**src/rtl/dac_pkg.sv**
```systemverilog
// ----------------------------------------------------------------------------
// dac_pkg
// Shared definitions for the DAC serial transmit stage:
//   - dac_state_t           : FSM state encoding (IDLE, SHIFT, HOLD)
//   - DAC_FRAME_BITS        : serial frame length (control byte + sample)
//   - DAC_HOLD_HALF_PERIODS : number of divider half-periods SYNC stays high
//                             between frames
//   - dac_build_frame()     : assembles the 16-bit frame from its two bytes
// ----------------------------------------------------------------------------
package dac_pkg;

    typedef enum logic [1:0] {
        ST_IDLE  = 2'd0,
        ST_SHIFT = 2'd1,
        ST_HOLD  = 2'd2
    } dac_state_t;

    localparam int DAC_FRAME_BITS        = 16;
    localparam int DAC_HOLD_HALF_PERIODS = 2;

    // Control byte occupies the upper half so it goes out first (MSB-first).
    function automatic logic [15:0] dac_build_frame(input logic [7:0] ctrl,
                                                    input logic [7:0] sample);
        return {ctrl, sample};
    endfunction

endpackage

```
**src/rtl/dac_sclk_gen.sv**
```systemverilog
// ----------------------------------------------------------------------------
// dac_sclk_gen
// Half-period counter for the DAC serial clock. Counts 0..CLK_DIV-1 and raises
// phase_tick for one cycle while the counter sits on its last value, so the
// consumer acts on the edge that closes each half-period. A restart pulse
// puts the counter back to 0 on the same edge, aligning the first
// half-period with the start of a frame.
//
// Ports:
//   clk        in   system clock
//   rst        in   asynchronous active-low reset
//   restart    in   restart the half-period from count 0 on this edge
//   phase_tick out  registered, high during the last cycle of a half-period
// ----------------------------------------------------------------------------
module dac_sclk_gen
    import dac_pkg::*;
#(
    parameter int unsigned CLK_DIV = 4
) (
    input  logic clk,
    input  logic rst,
    input  logic restart,
    output logic phase_tick
);

    localparam logic [7:0] DIV_LAST = 8'(CLK_DIV - 1);

    logic [7:0] cnt_r;
    logic [7:0] cnt_nxt_s;

    // Next divider count: wraps at DIV_LAST, forced to 0 on restart.
    always_comb begin
        cnt_nxt_s = 8'd0;
        if (restart) begin
            cnt_nxt_s = 8'd0;
        end else if (cnt_r == DIV_LAST) begin
            cnt_nxt_s = 8'd0;
        end else begin
            cnt_nxt_s = cnt_r + 8'd1;
        end
    end

    // Divider register; the tick is decoded from the next count so it is
    // registered yet coincides with the counter's last value (CLK_DIV=1
    // therefore ticks every cycle, including the cycle right after restart).
    always_ff @(posedge clk or negedge rst) begin
        if (!rst) begin
            cnt_r      <= 8'd0;
            phase_tick <= (DIV_LAST == 8'd0);
        end else begin
            cnt_r      <= cnt_nxt_s;
            phase_tick <= (cnt_nxt_s == DIV_LAST);
        end
    end

endmodule

```
**src/rtl/dac_serial_writer.sv**
```systemverilog
// ----------------------------------------------------------------------------
// dac_serial_writer
// Serial transmit stage to an external 8-bit audio DAC. Each accepted write
// sends the frame {CTRL_WORD, data} MSB-first over SYNC/SCLK/DIN, followed by
// a SYNC-high gap of two divider half-periods. busy covers frame plus gap.
//
// Parameters:
//   CLK_DIV   half-period of dac_clk in clk cycles (1..255)
//   CTRL_WORD control byte sent as frame bits [15:8]
//
// Ports:
//   clk      in   system clock
//   rst      in   asynchronous active-low reset
//   data     in   [7:0] sample, captured on an accepted write
//   write    in   write request
//   busy     out  frame or hold gap in progress
//   dac_clk  out  serial clock, idles low, DAC samples on its rising edge
//   dac_sync out  frame sync, active low, idles high
//   dac_data out  serial data, changes only at the start of a low phase
//
// Build option:
//   DAC_PENDING_BUFFER_EN  when defined, a write during busy is kept in a
//                          one-entry pending register (last write wins) and
//                          sent straight after the hold gap; a write landing
//                          on the gap-expiry edge starts a frame itself and
//                          discards the pending entry. When undefined, writes
//                          during busy are dropped.
// ----------------------------------------------------------------------------
module dac_serial_writer
    import dac_pkg::*;
#(
    parameter int unsigned CLK_DIV   = 4,
    parameter logic [7:0]  CTRL_WORD = 8'h00
) (
    input  logic       clk,
    input  logic       rst,
    input  logic [7:0] data,
    input  logic       write,
    output logic       busy,
    output logic       dac_clk,
    output logic       dac_sync,
    output logic       dac_data
);

    dac_state_t  state_r;
    logic [3:0]  bit_cnt_r;     // bit index in SHIFT, half-periods left in HOLD
    logic [15:0] shift_r;       // remaining frame bits, next bit at [15]
    logic        phase_tick_s;
    logic        start_s;       // a frame starts on this edge
    logic [7:0]  start_data_s;  // sample used by that frame
    logic [15:0] frame_s;

`ifdef DAC_PENDING_BUFFER_EN
    logic        pend_valid_r;
    logic [7:0]  pend_data_r;
    logic        hold_done_s;
`endif

    dac_sclk_gen #(
        .CLK_DIV (CLK_DIV)
    ) u_sclk_gen (
        .clk        (clk),
        .rst        (rst),
        .restart    (start_s),
        .phase_tick (phase_tick_s)
    );

    // Frame-start decision and the sample it carries.
    always_comb begin
        start_s      = 1'b0;
        start_data_s = data;
`ifdef DAC_PENDING_BUFFER_EN
        hold_done_s  = (state_r == ST_HOLD) && phase_tick_s && (bit_cnt_r == 4'd0);
`endif
        case (state_r)
            ST_IDLE: begin
                start_s = write;
            end
            ST_HOLD: begin
`ifdef DAC_PENDING_BUFFER_EN
                // A fresh write beats the pending entry at gap expiry.
                if (hold_done_s && write) begin
                    start_s      = 1'b1;
                    start_data_s = data;
                end else if (hold_done_s && pend_valid_r) begin
                    start_s      = 1'b1;
                    start_data_s = pend_data_r;
                end else begin
                    start_s = 1'b0;
                end
`else
                start_s = 1'b0;
`endif
            end
            default: begin
                start_s = 1'b0;
            end
        endcase
        frame_s = dac_build_frame(CTRL_WORD, start_data_s);
    end

    // Transmit FSM with registered serial outputs.
    always_ff @(posedge clk or negedge rst) begin
        if (!rst) begin
            state_r   <= ST_IDLE;
            bit_cnt_r <= 4'd0;
            shift_r   <= 16'd0;
            busy      <= 1'b0;
            dac_sync  <= 1'b1;
            dac_clk   <= 1'b0;
            dac_data  <= 1'b0;
        end else if (start_s) begin
            // First bit goes out immediately; the register keeps the rest.
            state_r   <= ST_SHIFT;
            bit_cnt_r <= 4'(DAC_FRAME_BITS - 1);
            shift_r   <= {frame_s[14:0], 1'b0};
            busy      <= 1'b1;
            dac_sync  <= 1'b0;
            dac_clk   <= 1'b0;
            dac_data  <= frame_s[15];
        end else begin
            case (state_r)
                ST_IDLE: begin
                    busy     <= 1'b0;
                    dac_sync <= 1'b1;
                    dac_clk  <= 1'b0;
                    dac_data <= 1'b0;
                end
                ST_SHIFT: begin
                    if (phase_tick_s) begin
                        if (!dac_clk) begin
                            dac_clk <= 1'b1;
                        end else if (bit_cnt_r == 4'd0) begin
                            state_r   <= ST_HOLD;
                            bit_cnt_r <= 4'(DAC_HOLD_HALF_PERIODS - 1);
                            dac_clk   <= 1'b0;
                            dac_sync  <= 1'b1;
                            dac_data  <= 1'b0;
                        end else begin
                            dac_clk   <= 1'b0;
                            dac_data  <= shift_r[15];
                            shift_r   <= {shift_r[14:0], 1'b0};
                            bit_cnt_r <= bit_cnt_r - 4'd1;
                        end
                    end
                end
                ST_HOLD: begin
                    if (phase_tick_s) begin
                        if (bit_cnt_r == 4'd0) begin
                            state_r <= ST_IDLE;
                            busy    <= 1'b0;
                        end else begin
                            bit_cnt_r <= bit_cnt_r - 4'd1;
                        end
                    end
                end
                default: begin
                    state_r   <= ST_IDLE;
                    bit_cnt_r <= 4'd0;
                    busy      <= 1'b0;
                    dac_sync  <= 1'b1;
                    dac_clk   <= 1'b0;
                    dac_data  <= 1'b0;
                end
            endcase
        end
    end

`ifdef DAC_PENDING_BUFFER_EN
    // One-entry pending sample; cleared whenever a frame starts out of HOLD,
    // whether it was used or superseded by a fresh write.
    always_ff @(posedge clk or negedge rst) begin
        if (!rst) begin
            pend_valid_r <= 1'b0;
            pend_data_r  <= 8'h00;
        end else if (start_s && (state_r == ST_HOLD)) begin
            pend_valid_r <= 1'b0;
        end else if (write && busy) begin
            pend_valid_r <= 1'b1;
            pend_data_r  <= data;
        end
    end
`endif

endmodule
```
**config.mk**
```make
export PLATFORM = sky130hd
export DESIGN_NAME = dac_serial_writer
export DESIGN_NICKNAME = d
export VERILOG_FILES = /design/src/rtl/dac_pkg.sv /design/src/rtl/dac_sclk_gen.sv /design/src/rtl/dac_serial_writer.sv
export SDC_FILE = /design/constraint.sdc
export NUM_CORES = 1
export LEC_CHECK = 0
export ABC_AREA = 1
export CAP_MARGIN = 20
export CORE_MARGIN = 1
export CORE_UTILIZATION = 30
export DETAILED_ROUTE_END_ITERATION = 7
export GPL_TIMING_DRIVEN = 1
export PLACE_DENSITY = 0.55
export SETUP_SLACK_MARGIN = 0.15
export SYNTH_ARGS = -nofsm -noshare
export SYNTH_HDL_FRONTEND = slang
export SYNTH_SLANG_ARGS = --single-unit
```
**constraint.sdc**
```tcl
create_clock -name clk -period 1.55 [get_ports clk]
set_input_delay 0.31 -clock clk [delete_from_list [all_inputs] [get_ports clk]]
set_output_delay 0.31 -clock clk [all_outputs]
set_load 0.005 [all_outputs]
```
## Yosys cells after proc, flatten, opt, wreduce, memory -nomap -nowiden

Cells that the tools add are included.
Widths: inputs -> output; s select.

- Input port bits: 11
- Logic and storage cells: 77
- Flip-flop bits (word level): 35
- Output and inout bits: 4

- $add $sub $neg: 2
- Reductions and logical operators: 12
- Mux-type cells: 40
- Equal/unequal tests: 14

Operator list:

| cell | count |
|---|---|
| $mux 16 | 5 |
| $mux 4 | 6 |
| $eq 8x2->1 const B | 2 |
| $mux 8 | 2 |
| $mux 1 | 15 |
| $mux 2 | 6 |
| $ne 3x3->1 const B | 4 |
| $pmux 4 s3 | 1 |
| $add 8x1->8 const B | 1 |
| $ne 2x2->1 const B | 4 |
| $pmux 1 s2 | 4 |
| $reduce_and 4->1 | 2 |
| $ne 3x2->1 const B | 2 |
| $pmux 2 s3 | 1 |
| $reduce_and 3->1 | 2 |
| $reduce_and 6->1 | 1 |
| $reduce_bool 2->1 | 3 |
| $reduce_and 5->1 | 1 |
| $logic_not 4->1 | 1 |
| $sub 4x1->4 const B | 1 |
| $eq 2x1->1 const B | 1 |
| $eq 2x2->1 const B | 1 |
| $logic_not 2->1 | 1 |
| $reduce_and 2->1 | 1 |

## Depth between registers and ports, before layout

- Depth in word-level cells: 6
- Mapped depth: 11

## Modules after synthesis

Synthesis repeated with hierarchy kept, for this count alone.

- Cells, all modules: 238
- Area, all modules: 1923.1 µm²

By module, submodules not included:

| module | times used | seq. area each (µm²) | area each (µm²) | cells each |
|---|---|---|---|---|
| dac_serial_writer | 1 | 626.9 | 1415.1 | 170 |
| dac_sclk_gen | 1 | 225.2 | 508.0 | 68 |

## Least setup slack after synthesis

OpenSTA, ideal clock, no wires.

- Path type: register -> register
- From: reg state_r[0]
- To: reg state_r[0]
- Required time: 1427 ps
- Setup slack: 141 ps
- Data arrival time: 1285 ps
- Stages on the path, launching flop included: 10
- Clock period less this slack: 1409 ps
- Path buffers: 0
- Cell sequence: dfrtp_1 > inv_1 > ha_1 > nand2_2 > nand3b_1 > nand2_1 > nor2_2 > nand3_1 > nand2_1 > o21ai_1

- Word-level cells in the longest chain between the ends: 4

Ends and longest elaborated chain:

| item | line | text |
|---|---|---|
| from (decl) | dac_serial_writer.sv:45 | `dac_state_t state_r;` |
| from (signal assigned) | dac_serial_writer.sv:105 | `state_r <= ST_IDLE;` |
| from (signal assigned) | dac_serial_writer.sv:114 | `state_r <= ST_SHIFT;` |
| from (signal assigned) | dac_serial_writer.sv:134 | `state_r <= ST_HOLD;` |
| $logic_not 2->1 | dac_serial_writer.sv:75, dac_serial_writer.sv:122 |  |
| $mux 1 | dac_serial_writer.sv:75 | `case (state_r)` |
| $ne 3x3->1 (no line), or another cell as far along | -- |  |
| $reduce_and 6->1 (no line) | -- |  |

Several ways; a longest one is shown, not always the timed one.
A chain may end at the register's enable or synchronous reset.

## Final worst setup path

- From: reg state_r[1]
- To: reg u_sclk_gen.phase_tick

- Word-level cells in the longest chain between the ends: 4

Ends and longest elaborated chain:

| item | line | text |
|---|---|---|
| $logic_not 2->1 | dac_serial_writer.sv:75 |  |
| $mux 1 | dac_serial_writer.sv:75 |  |
| $mux 8 | dac_sclk_gen.sv:34 | `if (restart) begin` |
| $eq 8x2->1 | dac_sclk_gen.sv:52 | `phase_tick <= (cnt_nxt_s == DIV_LAST);` |
| to (signal assigned) | dac_sclk_gen.sv:49 | `phase_tick <= (DIV_LAST == 8'd0);` |
| to (signal assigned) | dac_sclk_gen.sv:52 |  |
| to (decl) | dac_sclk_gen.sv:23 | `output logic phase_tick` |

Every way passes these cells.

==> impl_metrics.toml <==
[sta]
setup_violations = 0
drv_slew = 0
fin_crit_ps = 1516
fin_crit_sh = 0.9780
finalHoldViolCount = 0
worst_pin_slew_ps = 482.0
rsz0062_at_grt = "yes"
max_freq_mhz = 659.6
maxSlewHeadroom = 0.6779
fin_worst_skew_ps = 7.122

[worst_hold_path]
min_path_type = "in2async"

[worst_setup_path]
reg2reg_from = "state_r[1]"
worstPathArrival_ps = 1730
crit_type = "reg2reg"
rrSetupSlack_ps = 30
start_kind = "register"
cp-end-kind = "register"
crit_path_end = "u_sclk_gen.phase_tick"
r2r-end = "u_sclk_gen.phase_tick"
reg2regPathDepth = 10
path_max_fanout = 6
critPathRequiredTime_ps = 1760
crit_start = "state_r[1]"

[logic_synthesis]
synthCells = 234
synthAdderAreaFrac = 0.04711
synth.distinct_cells = 28
yosys_warnings = 0
syn_avg_cell_area_um2 = 7.946
ys_seq_elements = 34
yosys.area.top_type = "dfrtp_1"
syn_area_um2 = 1859
muxShareOfSynthArea = 0
yosysSeqAreaShare = 0.4583
synth_top_area_frac = 0.4441
synth_top_family_by_area = "simple AND/OR/NAND/NOR gates"
synth_edf_count = 0
synth_most_common_cell = "nand2_1"
synth_compound_area_frac = 0.1124
synth-xor-area-share = 0.009421
ys_async_sr_fraction = 1.000
synth_top_cells_by_count = "54 x nand2_1, 33 x dfrtp_1, 32 x inv_1"
synthSimpleGateAreaFrac = 0.2860
ys_top_cells_by_area = "dfrtp_1 44%, nand2_1 11%, inv_1 6.5%"
syn-num-nets = 252
synth_top_flop_cell = "dfrtp_1"

[job]
maxCapViolations = 0

[grt]
grt_pass1_vias = 1483
grt_pass1_wl_um = 6872
antenna_found_initial = 0
grt_use_total = 0.1388
grt.overflow.total = 0
grt_max_degree = 35

[routing]
viasPerCell = 4.466
ant_nets = 0
drc = 0
routed_wirelength_um = 4046
vias = 1581
wl_per_cell_um = 11.43
dr.pass1.iters = 4
initialDrtViolationCount = 50

[clock_network]
cts_buffer_depth = 2
clkLatencyLatePin_ps = 280
cts_tree = "built"
cts-htree-levels = 2
root_buffer = "clkbuf_8"
clkSinkCount = 34
clkSlewWorstSetupHoldPaths_ps = 70
cts_made_buffers = 5

[floorplanning]
coreArea_um2 = 5956
die_w_um = 80.73
fp-row-count = 28
start_util = 0.3122
die_height_um = 80.73
ios = 15
die_area_um2 = 6517

[power]
p_per_area_nw_per_um2 = 1638
p_leak_nw = 1.265
internal_power_mw = 2.575
pwr-share-seq = 0.311
switching_share = 0.3986
pwr-share-comb = 0.533
p_sw_mw = 1.707
irDropWorstVdd_mv = 0.7859
clock_power_share = 0.156
power.total_mw = 4.282

[layout]
multi_input_area_um2 = 1001
drive_gt1_frac = 0.2796
area_growth_syn_to_layout_pct = 40.58
fin_cells = 354
stdcell_area_um2 = 2614
regArea_um2 = 852.1
nets = 296
n_fill_cell = 612
antenna-diode-count = 0

[placed_design]
gp_congestion = 0.7849
place.port_buffers = 14
placed_cells = 331
place_area_um2 = 2187
place_hpwl_um = 2531

[outcome]
run_status = "complete, no violations"
[what timing repair did]
item,CTS,global route
hold buffers,0,0
pin swaps,10,14
buffers inserted,11,2
cloned,2,0
resized for setup,30,28
setup endpoints to repair,28,29
[power groups by stage]
stage | Sequential [mW] | Combinational, mW | Clock, mW
floorplan | 1.31 | 1.16 | 0
global placement | 1.34 | 1.65 | 0
detailed placement | 1.35 | 1.65 | 0
CTS | 1.32 | 2.02 | 0.704
global route | 1.37 | 2.53 | 0.738
finish | 1.33 | 2.28 | 0.670
[area by class of cell]
cell class,instances,share of cell area
Multi-Input combinational cell,162,0.3830
Sequential cell,34,0.3260
Timing Repair Buffer,41,0.1695
Inverter,34,0.05074
Tap cell,75,0.03590
Clock buffer,7,0.03303
Clock inverter,1,0.001915
[worst min path at each step]
| stage | startpoint | end | slack [ps] | depth (start not counted) |
|---|---|---|---|---|
| after floorplan | rst | bit_cnt_r[0] | 10 | 0 |
| after global placement | dac_sync | dac_sync | 460 | 2 |
| after detailed placement | dac_sync | dac_sync | 460 | 2 |
| after CTS | rst | shift_r[9] | 390 | 2 |
| after global routing | rst | shift_r[2] | 420 | 2 |
| final | rst | shift_r[9] | 390 | 2 |
[through the flow]
step | setup TNS, ps | setup slack (ps) | hold WS, ps | util
2_1_floorplan | 0 | 151.9 | 14.41 | -
3_3_place_gp | -588.5 | -74.85 | 462.4 | 0.3672
3_5_place_dp | -817.6 | -102.4 | 462.1 | 0.3672
4_1_cts | 0 | 64.60 | 390.4 | 0.4189
5_1_grt | -224.6 | -42.41 | 419.3 | 0.4389
6_report | 0 | 34.04 | 388.2 | 0.4389
[cells by family (layout without fill, tap and decap cells)]
logic type / Yosys count / in the layout
buf+inv: 39 / 83
compound gates: 38 / 39
simple gates: 114 / 114
flops: 34 / 34
fa+ha+maj: 7 / 7
xor+xnor: 2 / 2
[registers in the layout (all words and copies together), names as in the netlist]
register and flops:
dac_clk 1, u_sclk_gen.phase_tick 1, dac_sync 1, dac_data 1, bit_cnt_r 4, state_r 2
u_sclk_gen.cnt_r 8, busy 1, shift_r 15
[layout by cell type, fill, tap and decap left out, drive strengths merged]
cell / n
nor3: 4
a31oi: 2
or2: 1
clkinv: 1
bufbuf: 1
inv: 34
nand2: 59
clkbuf: 7
o21ai: 31
buf: 26
clkdlybuf4s50: 10
a21oi: 4
nand3b: 1
nand3: 21
dlygate4sd2: 4
ha: 7
dfrtp: 33
nand4: 2
o211ai: 2
nor2: 26
xor2: 2
dfstp: 1
[routing by layer]
| layer | wire [um] | up-vias | track usage |
|---|---|---|---|
| met1 | 2136 | 720 | 0.1911 |
| met3 | 111 | 0 | 0.02500 |
| li1 | - | 835 | - |
| met2 | 1798 | 26 | 0.2153 |
| met4 | 0 | 0 | 0.05357 |
| met5 | 0 | - | 0 |
[critical path, stage by stage (launching register included)]
cell and delay [ps]:
dfrtp_1 400, inv_2 120, ha_4 180, nand2_8 80, buf_12 140, buf_12 140, nand3_4 90, nand2_2 50
nor2_2 90, nand2_1 50, nor2_1 90
Power figures use the tool's default switching activity.
==> variant, RTL diff (config.mk and constraints unchanged) <==
Encoding of `dac_state_t`: now one-hot (3 bits for 3 states).
--- a/src/rtl/dac_pkg.sv
+++ b/src/rtl/dac_pkg.sv
@@ -9,10 +9,10 @@
 // ----------------------------------------------------------------------------
 package dac_pkg;
 
-    typedef enum logic [1:0] {
-        ST_IDLE  = 2'd0,
-        ST_SHIFT = 2'd1,
-        ST_HOLD  = 2'd2
+    typedef enum logic [2:0] {
+        ST_IDLE  = 3'b001,
+        ST_SHIFT = 3'b010,
+        ST_HOLD  = 3'b100
     } dac_state_t;
 
     localparam int DAC_FRAME_BITS        = 16;
Function: no difference found for any inputs over 10 cycles, from zero or initial values and one cycle with rst low; not proved beyond that.
==> variant against the original RTL <==
  * Cell count is 9.9% lower
  * Setup slack gained 0.12 ns
  * Clock skew up 0.0012 ns
  * Power is 11% lower
  * Clock power is 9.0% lower
  * Sequential cell count rose by 1
  * Combinational power is 21% lower
  * Cell area fell by 11%
  * Area after synthesis shrank 5.1%
  * Critical path depth fell by 2
  * Wire length fell by 10%
  * Largest cell class is now sequential cells
  * Highest routed layer is now met4
==> variant: results (changes against the original RTL) <==
wl_met3_um: 103  # -7.2%
wl_met1_um: 1710  # -20%
irDropWorstVdd_v: 0.000496  # -37%
grt_use_met1: 0.170  # -0.0210
synth_area_leaders: "dfrtp_1, nand2_1, o21ai_0, inv_1, nor2_1"
p_leak_nw: 1.10  # -13%
final_cells: 319  # -9.9%
cp_slowest_stage_delay_ns: 0.62  # +0.22 ns
grt_pass1_wl_um: 6350  # -7.5%
initialDrtViolationCount: 42  # -16%
dp_cells: 307  # -7.3%
post-cts-setup-buffers: 4  # -7
track_usage: 0.133  # -0.00625
ctsResizeCount: 20  # -33%
grtUsageMet3: 0.0349  # +0.00988
status: "finished, final reports clean"
p_seq_frac: 0.368  # +0.057
gp_congestion: 0.819  # +4.4%
synth.net_count: 225  # -11%
p_comb_mw: 1.80  # -21%
worst-r2r-setup-slack_ns: 0.15  # +0.12 ns
grt_pass1_vias: 1468  # -1.0%
synth_common_cells: "nand2_1, dfrtp_1, inv_1"
layout.nets: 260  # -12%
avgSynthCellArea_um2: 8.32  # +4.7%
ys_seq_area_frac: 0.498  # +0.0396
use_met2: 0.210  # -0.00569
cp_slowest_cell: "dfstp_2"
fin_skew_ns: 0.00836  # +0.00124 ns
via_per_inst: 4.59  # +2.8%
route.met2.wl_um: 1740  # -3.0%
grt_max_degree: 20  # -43%
dp_hpwl_um: 2470  # -2.3%
totalWireLength_um: 3640  # -10%
top_layer_used: "met4"
slew_headroom: 0.762  # +0.0838
cp.arrival_ns: 1.56  # -0.17 ns
worst-path-max-fanout: 8  # +2
drive_gt1_frac: 0.259  # -0.0205
hold_slack_ns: 0.378  # -0.0106 ns
power.switching_mw: 1.48  # -13%
[variant: cell families after synthesis]
logic type,share of synthesized area
flip-flops,0.498
AND/OR/NAND/NOR,0.248
AO/OA/AOI/OAI,0.130
adder cells (fa/ha/maj),0.0142
XOR/XNOR,0.0149
buffers and inverters,0.0950
[variant: through the flow]
step | power, mW | TNS (ns) | cell area, um^2 | worst slack (ns)
after detailed placement | 2.82 | -0.524 | 2070 | -0.120
after CTS | 3.60 | 0 | 2220 | 0.155
after global routing | 4.13 | 0 | 2330 | 0.0748
after global placement | 2.81 | -0.564 | 2070 | -0.113
after floorplan | 2.33 | 0 | 1760 | 0.169
final | 3.80 | 0 | 2330 | 0.154
[variant: worst paths after layout]
kind,from,end,cells after the start
worst min register to register,bit_cnt_r[0]$_DFFE_PN0P_,bit_cnt_r[0]$_DFFE_PN0P_,2
worst max-delay path,state_r[0]$_DFFE_PN1P_,shift_r[7]$_DFFE_PN0P_,8
worst min-delay path,rst,shift_r[6]$_DFFE_PN0P_,2
worst max register to register,state_r[0]$_DFFE_PN1P_,shift_r[7]$_DFFE_PN0P_,8
max in group asynchronous,rst,dac_sync$_DFFE_PN1P_,2
min in group clk,bit_cnt_r[0]$_DFFE_PN0P_,bit_cnt_r[0]$_DFFE_PN0P_,2
[variant: worst max-delay path, delay by kind of cell (launching register included)]
family	cells	cell delay (ns)
AOI/OAI and AO/OA	2	0.20
buffers and inverters	2	0.18
DFF	1	0.62
and+or+nand+nor	4	0.27
[variant: cell type report]
cell class | count | area, um^2 | area share
inverters | 33 | 131 | 0.0563
clock buffers | 7 | 76.3 | 0.0327
repair buffers | 33 | 329 | 0.141
flip-flops and latches | 35 | 882 | 0.378
multi-input cells | 139 | 823 | 0.353
well taps | 72 | 90.1 | 0.0386
